`config.mk`:
```
export PLATFORM = sky130hd
export DESIGN_NAME = palette_load_ctrl
export DESIGN_NICKNAME = d
export VERILOG_FILES = /design/src/rtl/palette_load_ctrl.sv
export SDC_FILE = /design/constraint.sdc
export NUM_CORES = 1
export LEC_CHECK = 0
export BUFFER_PORTS_ARGS = -buffer_cell sky130_fd_sc_hd__buf_2
export CAP_MARGIN = 40
export CORE_MARGIN = 2
export CORE_UTILIZATION = 59
export DETAILED_ROUTE_END_ITERATION = 12
export PLACE_DENSITY_LB_ADDON = 0.05
export SLEW_MARGIN = 0
export SYNTH_ARGS = -nofsm -noshare
export SYNTH_HDL_FRONTEND = slang
export SYNTH_SLANG_ARGS = --single-unit
```
`constraint.sdc`:
```
create_clock -name clk -period 3.7 [get_ports clk]
set_clock_uncertainty 0.1 [all_clocks]
set_input_delay 0.555 -clock clk [delete_from_list [all_inputs] [get_ports clk]]
set_output_delay 0.555 -clock clk [all_outputs]
set_load 0.05 [all_outputs]
```
`src/rtl/palette_load_ctrl.sv`:
```
// Loads the custom palette RAM from an R,G,B byte stream, one 24-bit entry at a time.
// Writes are held off until the palette is not on screen or video is blanking.
module palette_load_ctrl #(
    parameter int unsigned ENTRIES = 64,
    parameter int unsigned IDX_W   = 6
) (
    input  logic             clk,
    input  logic             reset,
    input  logic             start,
    input  logic             in_valid,
    input  logic [7:0]       in_data,
    output logic             in_ready,
    input  logic             blank,
    input  logic             custom_active,
    output logic             load_color,
    output logic [23:0]      load_color_data,
    output logic [IDX_W-1:0] load_color_index,
    output logic             busy,
    output logic             done,
    output logic             error
);

    localparam logic [IDX_W-1:0] LastIdx = IDX_W'(ENTRIES - 1);

    typedef enum logic [1:0] {StIdle, StCollect, StWaitSlot, StWrite} state_e;

    state_e           state_q, state_d;
    logic [IDX_W-1:0] idx_q, idx_d;
    logic [1:0]       phase_q, phase_d;
    logic [7:0]       r_q, r_d, g_q, g_d, b_q, b_d;
    logic             slot_ok, slot_ok_q;
    logic             xfer, abort;

    logic             in_ready_d, busy_d, load_color_d, done_d, error_d;
    logic [23:0]      data_d;
    logic [IDX_W-1:0] index_d;

    assign slot_ok = blank || !custom_active;
    assign xfer    = in_valid && in_ready;
    assign abort   = start && (state_q != StIdle);

    always_ff @(posedge clk) begin
        if (reset) begin
            state_q          <= StIdle;
            idx_q            <= '0;
            phase_q          <= '0;
            r_q              <= '0;
            g_q              <= '0;
            b_q              <= '0;
            slot_ok_q        <= 1'b0;
            in_ready         <= 1'b0;
            busy             <= 1'b0;
            load_color       <= 1'b0;
            load_color_data  <= '0;
            load_color_index <= '0;
            done             <= 1'b0;
            error            <= 1'b0;
        end else begin
            state_q          <= state_d;
            idx_q            <= idx_d;
            phase_q          <= phase_d;
            r_q              <= r_d;
            g_q              <= g_d;
            b_q              <= b_d;
            slot_ok_q        <= slot_ok;
            in_ready         <= in_ready_d;
            busy             <= busy_d;
            load_color       <= load_color_d;
            load_color_data  <= data_d;
            load_color_index <= index_d;
            done             <= done_d;
            error            <= error_d;
        end
    end

    always_comb begin
        state_d = state_q;
        idx_d   = idx_q;
        phase_d = phase_q;
        r_d     = r_q;
        g_d     = g_q;
        b_d     = b_q;
        unique case (state_q)
            StIdle: ;
            StCollect: begin
                if (xfer) begin
                    case (phase_q)
                        2'd0:    r_d = in_data;
                        2'd1:    g_d = in_data;
                        default: b_d = in_data;
                    endcase
                    if (phase_q == 2'd2) begin
                        state_d = StWaitSlot;
                        phase_d = '0;
                    end else begin
                        phase_d = phase_q + 2'd1;
                    end
                end
            end
            // Two consecutive good samples: a drop in slot_ok always blocks the next cycle.
            StWaitSlot: if (slot_ok && slot_ok_q) state_d = StWrite;
            StWrite: begin
                if (idx_q == LastIdx) begin
                    state_d = StIdle;
                    idx_d   = '0;
                end else begin
                    state_d = StCollect;
                    idx_d   = idx_q + IDX_W'(1);
                end
            end
            default: state_d = StIdle;
        endcase
        // A start from any state (re)begins at entry 0 and overrides the normal transition.
        if (start) begin
            state_d = StCollect;
            idx_d   = '0;
            phase_d = '0;
        end
    end

    always_comb begin
        in_ready_d   = (state_d == StCollect);
        busy_d       = (state_d != StIdle);
        load_color_d = (state_d == StWrite);
        data_d       = load_color_d ? {r_q, g_q, b_q} : load_color_data;
        index_d      = load_color_d ? idx_q : load_color_index;
        done_d       = (state_q == StWrite) && (idx_q == LastIdx) && !start;
        error_d      = abort;
    end

endmodule
```
## Word level (Yosys, flattened, before mapping)

Cells that the tools add are included.

- $mul: 0
- Bitwise operators: 1
- Div/mod/pow operators: 0
- Equality and inequality tests: 8
- Multiplexer cells: 8
- Shift operators: 0
- Magnitude comparators: 0
- Add/subtract/negate cells: 2
- Reduce and logical (&&, ||, !) cells: 17

Operator list:

| cell | number |
|---|---|
| 2-bit 2-to-1 mux | 5 |
| 3-bit AND reduction | 3 |
| 2-bit == test (second input constant) | 4 |
| 6-bit by 1-bit adder with 6-bit output (second input constant) | 1 |
| 2-bit by 1-bit == test with 1-bit output (second input constant) | 3 |
| 6-bit == test (second input constant) | 1 |
| 6-bit 2-to-1 mux | 1 |
| 2-bit one-hot mux with 3 select lines | 1 |
| 1-bit logical AND | 5 |
| 2-bit nonzero test | 2 |
| 2-bit OR reduction | 2 |
| 2-bit by 1-bit adder with 2-bit output (second input constant) | 1 |
| 1-bit logical NOT | 2 |
| 2-bit logical NOT | 1 |
| 2-bit AND reduction | 1 |
| 1-bit logical OR | 1 |
| 1-bit 2-to-1 mux | 1 |
| 1-bit NOT | 1 |

- Output and inout port bits: 35
- Memory bits (read-only): 0
- Bits in writable memories: 0
- Logic and storage cells: 50
- Memories: 0
- Register bits after elaboration: 70
- Latch bits: 0

## Longest topological paths before layout

- Word-level depth: 7
- Gate-level depth with buffers: 6
- Depth with buffers taken out: 4

## Worst setup path after synthesis

No wires, ideal clock.

- Path kind: register to register
- From: reg in_ready
- To: reg g_q[0]
- Data arrival time: 1.382 ns
- Slack: 2.099 ns
- Path buffers: 1
- Period minus slack after synthesis: 1.601 ns
- Cell stages (with the launch flop): 5
- Path through: dfxtp_1 -> and4b_2 -> nand3_2 -> buf_6 -> mux2i_1

- Word-level cells in the longest chain between the ends: 2

Ends and longest elaborated chain:

| what | RTL line | text |
|---|---|---|
| start, declared | 12 | `output logic in_ready,` |
| start signal, assigned | 66 | `in_ready <= in_ready_d;` |
| 1-bit logical AND | 39 | `assign xfer = in_valid && in_ready;` |
| 3-bit AND reduction (no source line) | - |  |
| end signal, assigned | 63 | `g_q <= g_d;` |
| end, declared | 30 | `logic [7:0] r_q, r_d, g_q, g_d, b_q, b_d;` |

Every way passes these cells.
A chain may end at the register's enable or synchronous reset.

## Final worst setup path

- From: reg state_q[1]
- To: reg load_color_data[19]

- Word-level cells in the longest chain between the ends: 5
- Elaborated cells between the ends (all ways): 9
- Classes of those cells: 4 x eq/ne; 5 x mux

Ends and longest elaborated chain:

| what | RTL line | text |
|---|---|---|
| start, declared | 27 | `state_e state_q, state_d;` |
| start signal, assigned | 44 | `state_q <= StIdle;` |
| start signal, assigned | 59 | `state_q <= state_d;` |
| 2-bit 2-to-1 mux | 92 | `if (phase_q == 2'd2) begin` |
| 2-bit 2-to-1 mux | 86 | `if (xfer) begin` |
| 2-bit one-hot mux with 3 select lines (*) | 83 | `unique case (state_q)` |
| 2-bit 2-to-1 mux (*) | 114 | `if (start) begin` |
| 2-bit == test (*) | 124 | `load_color_d = (state_d == StWrite);` |
| end signal, assigned | 69 | `load_color_data <= data_d;` |
| end, declared | 16 | `output logic [23:0] load_color_data,` |

Mark *: on every way between the ends. The rest lies on a longest branch, timed or not.

==> metrics.md <==
| Metric | Value |
|---|---|
| DRT Wirelength | roughly 5400 µm |
| R2R depth | 4 |
| Initial cell density of the core | about three fifths |
| Netlist Area Pre-Place | slightly below 3000 µm² |
| IO Count | a little under 50 |
| Sequential share of the synthesized area | roughly half |
| H-Tree Depth | 3 |
| Final net count | 330 |
| Unrepaired setup endpoints after global routing | no |
| Die Wd | between 70 and 80 µm |
| Hold Path Cell Cnt | 2 |
| CTS sink cnt | 70 |
| Hold path endpoint | load_color_index[5]$_SDFFE_PP0N_ |
| Clk pin slew, worst setup/hold paths | ~0.070 ns |
| DP Area | ~3100 µm² |
| CTS tree | done |
| Total clock buffers created by CTS | 9 |
| Setup Buffers After CTS | 0 |
| CP Launch Type | register |
| DR vias/cell | a little over 5 |
| Slew Limit Fails | 0 |
| Final min period | ~2 ns |
| Final setup vio count | 0 |
| Setup Crit Path Kind | reg2reg |
| Main synth FF type | dfxtp_1 |
| CP arrival | approximately 2.1 ns |
| DR iter-0 viols | 77 |
| First-pass GRT wire length | between 8000 and 9000 µm |
| Post-synth EDFFs | 0 |
| N_diodes | 0 |
| Tightest Pin Transition | approximately 0.73 ns |
| Combinational share of power | about 4.3% |
| IO buf count | 48 |
| Commonest non-fill, non-tap cells in the layout | 71 x nand2b_1, 70 x dfxtp_1, 54 x mux2i_1 |
| Worst setup EP type | register |
| Layout cells sized above 1 | 24.1% |
| Yosys cell types | 39 |
| DRT Pass-1 Iters | 4 |
| Number of global-route vias before repair | approximately 1,900 |
| Tot GR Track Use | between 20 and 25% |
| Largest net degree at the start of global routing | 53 |
| Row count | 25 |
| Hold_buf cts | 0 |
| Vias | 1,961 |
| Max Clock Freq | about 510 MHz |
| Maxcap violations | 0 |
| Setup TNS | 0 ns |
| Mean Syn Cell Area | between 10 and 15 µm² |
| Syn_nets | ~290 |
| FFs w/ async S/R, synth | 0% |
| Final routed DRC violation total | 0 |
| Routability cong. | roughly 0.82 |
| Gr ovfl total | 0 |
| Peak VDD IR | 0.424 mV |
| Flops & latches, synth | 70 |
| PostCTS Resize Cnt | 0 |
| HP Start | load_color_index[5]$_SDFFE_PP0N_ |
| Die area | approximately 5500 µm² |
| DR WL/cell | approximately 14 µm |
| Power per Cell Area | about 440 nW/µm² |
| Final antenna-violating net count | 0 |
| Worst Path Max Fanout | 16 |
| Syn-to-layout area delta | 15.4% |
| Reg2reg setup slack | 1.73 ns |
| Placeable Area | between 4000 and 5000 µm² |
| Synthesis Warnings | 0 |
| Final HPWL DP | approximately 3700 µm |
| Beginning of the worst register-to-register path | state_q[1]$_SDFF_PP0_ |
| CTS Buffer Depth | 2 |
| Run status | finished, final reports clean |
| Reg power frac | between 50% and 60% |
| Pint | around 1.2 mW |
| RR Endpoint | load_color_data[19]$_SDFFE_PP0N_ |
| Clk root buf | clkbuf_8 |
| Post-Syn Instances | 271 |
| Design Area, Final | ~3400 µm² |
| Fin. Hold Viols | 0 |
| Initial antenna violation count | 0 |
| Clock network power share | a little over two fifths |
| Most common cell after layout, fill and taps aside | nand2b_1 |
| Slew HR | approximately half |
| Hold/Removal Path Class | reg2reg |
| Clock Latency Late Sink | 0.34 ns |
| Critical Path RT | 3.87 ns |
| Post-route clock period utilization | 53.3% |
| Lkg Pwr | roughly 1.4 nW |
| Die Ht | around 74 µm |
| Net Sw Frac | around 22% |
| Switching pwr | about 0.32 mW |
==> cell type report <==
class | count | area (µm²)
clock buffers | 12 | 165
clock inverters | 4 | 53.8
fillers | 379 | 1370
inverters | 3 | 11.3
multi-input cells | 181 | 1370
flip-flops and latches | 70 | 1400
well taps | 67 | 83.8
repair buffers | 50 | 268
==> worst max-delay path by stage <==
stage                          start  slack, ns                                to
4_1_cts        state_q[1]$_SDFF_PP0_       1.69  load_color_data[19]$_SDFFE_PP0N_
3_3_place_gp                   reset       1.75             idx_q[3]$_SDFFE_PP0P_
6_report       state_q[1]$_SDFF_PP0_       1.73  load_color_data[19]$_SDFFE_PP0N_
3_5_place_dp                   blank       1.70  load_color_data[11]$_SDFFE_PP0N_
2_1_floorplan    in_ready$_SDFF_PP0_       2.10               g_q[0]$_SDFFE_PP0P_
5_1_grt        state_q[1]$_SDFF_PP0_       1.58  load_color_data[23]$_SDFFE_PP0N_
==> worst max-delay path: stages, from the launching register on <==
cell and delay, ns:
dfxtp_1 0.54, nor2b_4 0.25, and4b_1 0.41, buf_4 0.36
mux2i_1 0.23
==> per-layer routing <==
metal  part of all wire, %  track usage [%]  up-vias
met4                   1.3             8.89        0
li1                      -                -     1002
met5                     0                0        -
met3                   4.1             8.27        7
met2                    51             36.6       37
met1                    44             24.6      915
==> state kept, by name, indices dropped and copies added, names as in the netlist <==
name	count
load_color_data	24
b_q	8
g_q	8
r_q	8
idx_q	6
load_color_index	6
phase_q	2
state_q	2
busy	1
done	1
error	1
in_ready	1
load_color	1
slot_ok_q	1
==> power groups by stage <==
stage	Clock [mW]	Combinational (mW)	Sequential, mW
2_1_floorplan	0	0.0437	0.788
3_3_place_gp	0	0.0618	0.783
3_5_place_dp	0	0.0647	0.784
4_1_cts	0.666	0.0649	0.766
5_1_grt	0.698	0.0696	0.767
6_report	0.648	0.0642	0.766
==> logic make-up after synthesis <==
family / Yosys count / share of synthesized area (%)
mux: 54 / 18.6
simple gates: 108 / 23.9
compound gates: 17 / 4.04
xor+xnor: 1 / 0.301
fa+ha+maj: 1 / 0.430
flops: 70 / 48.2
buf+inv: 20 / 4.56
==> synth_stat cells, types with 2 or more instances <==
cell      instances  area share, %
a21oi_1           5           0.86
buf_6             7            2.7
clkbuf_1          8            1.0
dfxtp_1          70             48
inv_1             3           0.39
mux2i_1          54             19
nand2_1           8            1.0
nand2b_1         71             15
nand3_1           4           0.69
nand3_2           2           0.69
nor2_1            5           0.65
nor3_1            2           0.34
o21ai_0           3           0.52
o31ai_1           2           0.52
or2_2             2           0.43
or3_1             2           0.43
==> per-stage QoR <==
stage	hold slack (ns)	util [%]	cells	worst slack (ns)	power, mW
2_1_floorplan	0.358	-	271	2.10	0.832
3_3_place_gp	0.357	66.0	370	1.75	0.845
3_5_place_dp	0.361	66.4	371	1.70	0.849
4_1_cts	0.376	71.1	387	1.69	1.50
5_1_grt	0.388	71.1	387	1.58	1.54
6_report	0.372	71.1	387	1.73	1.48
(Power assumes the default switching activity.)
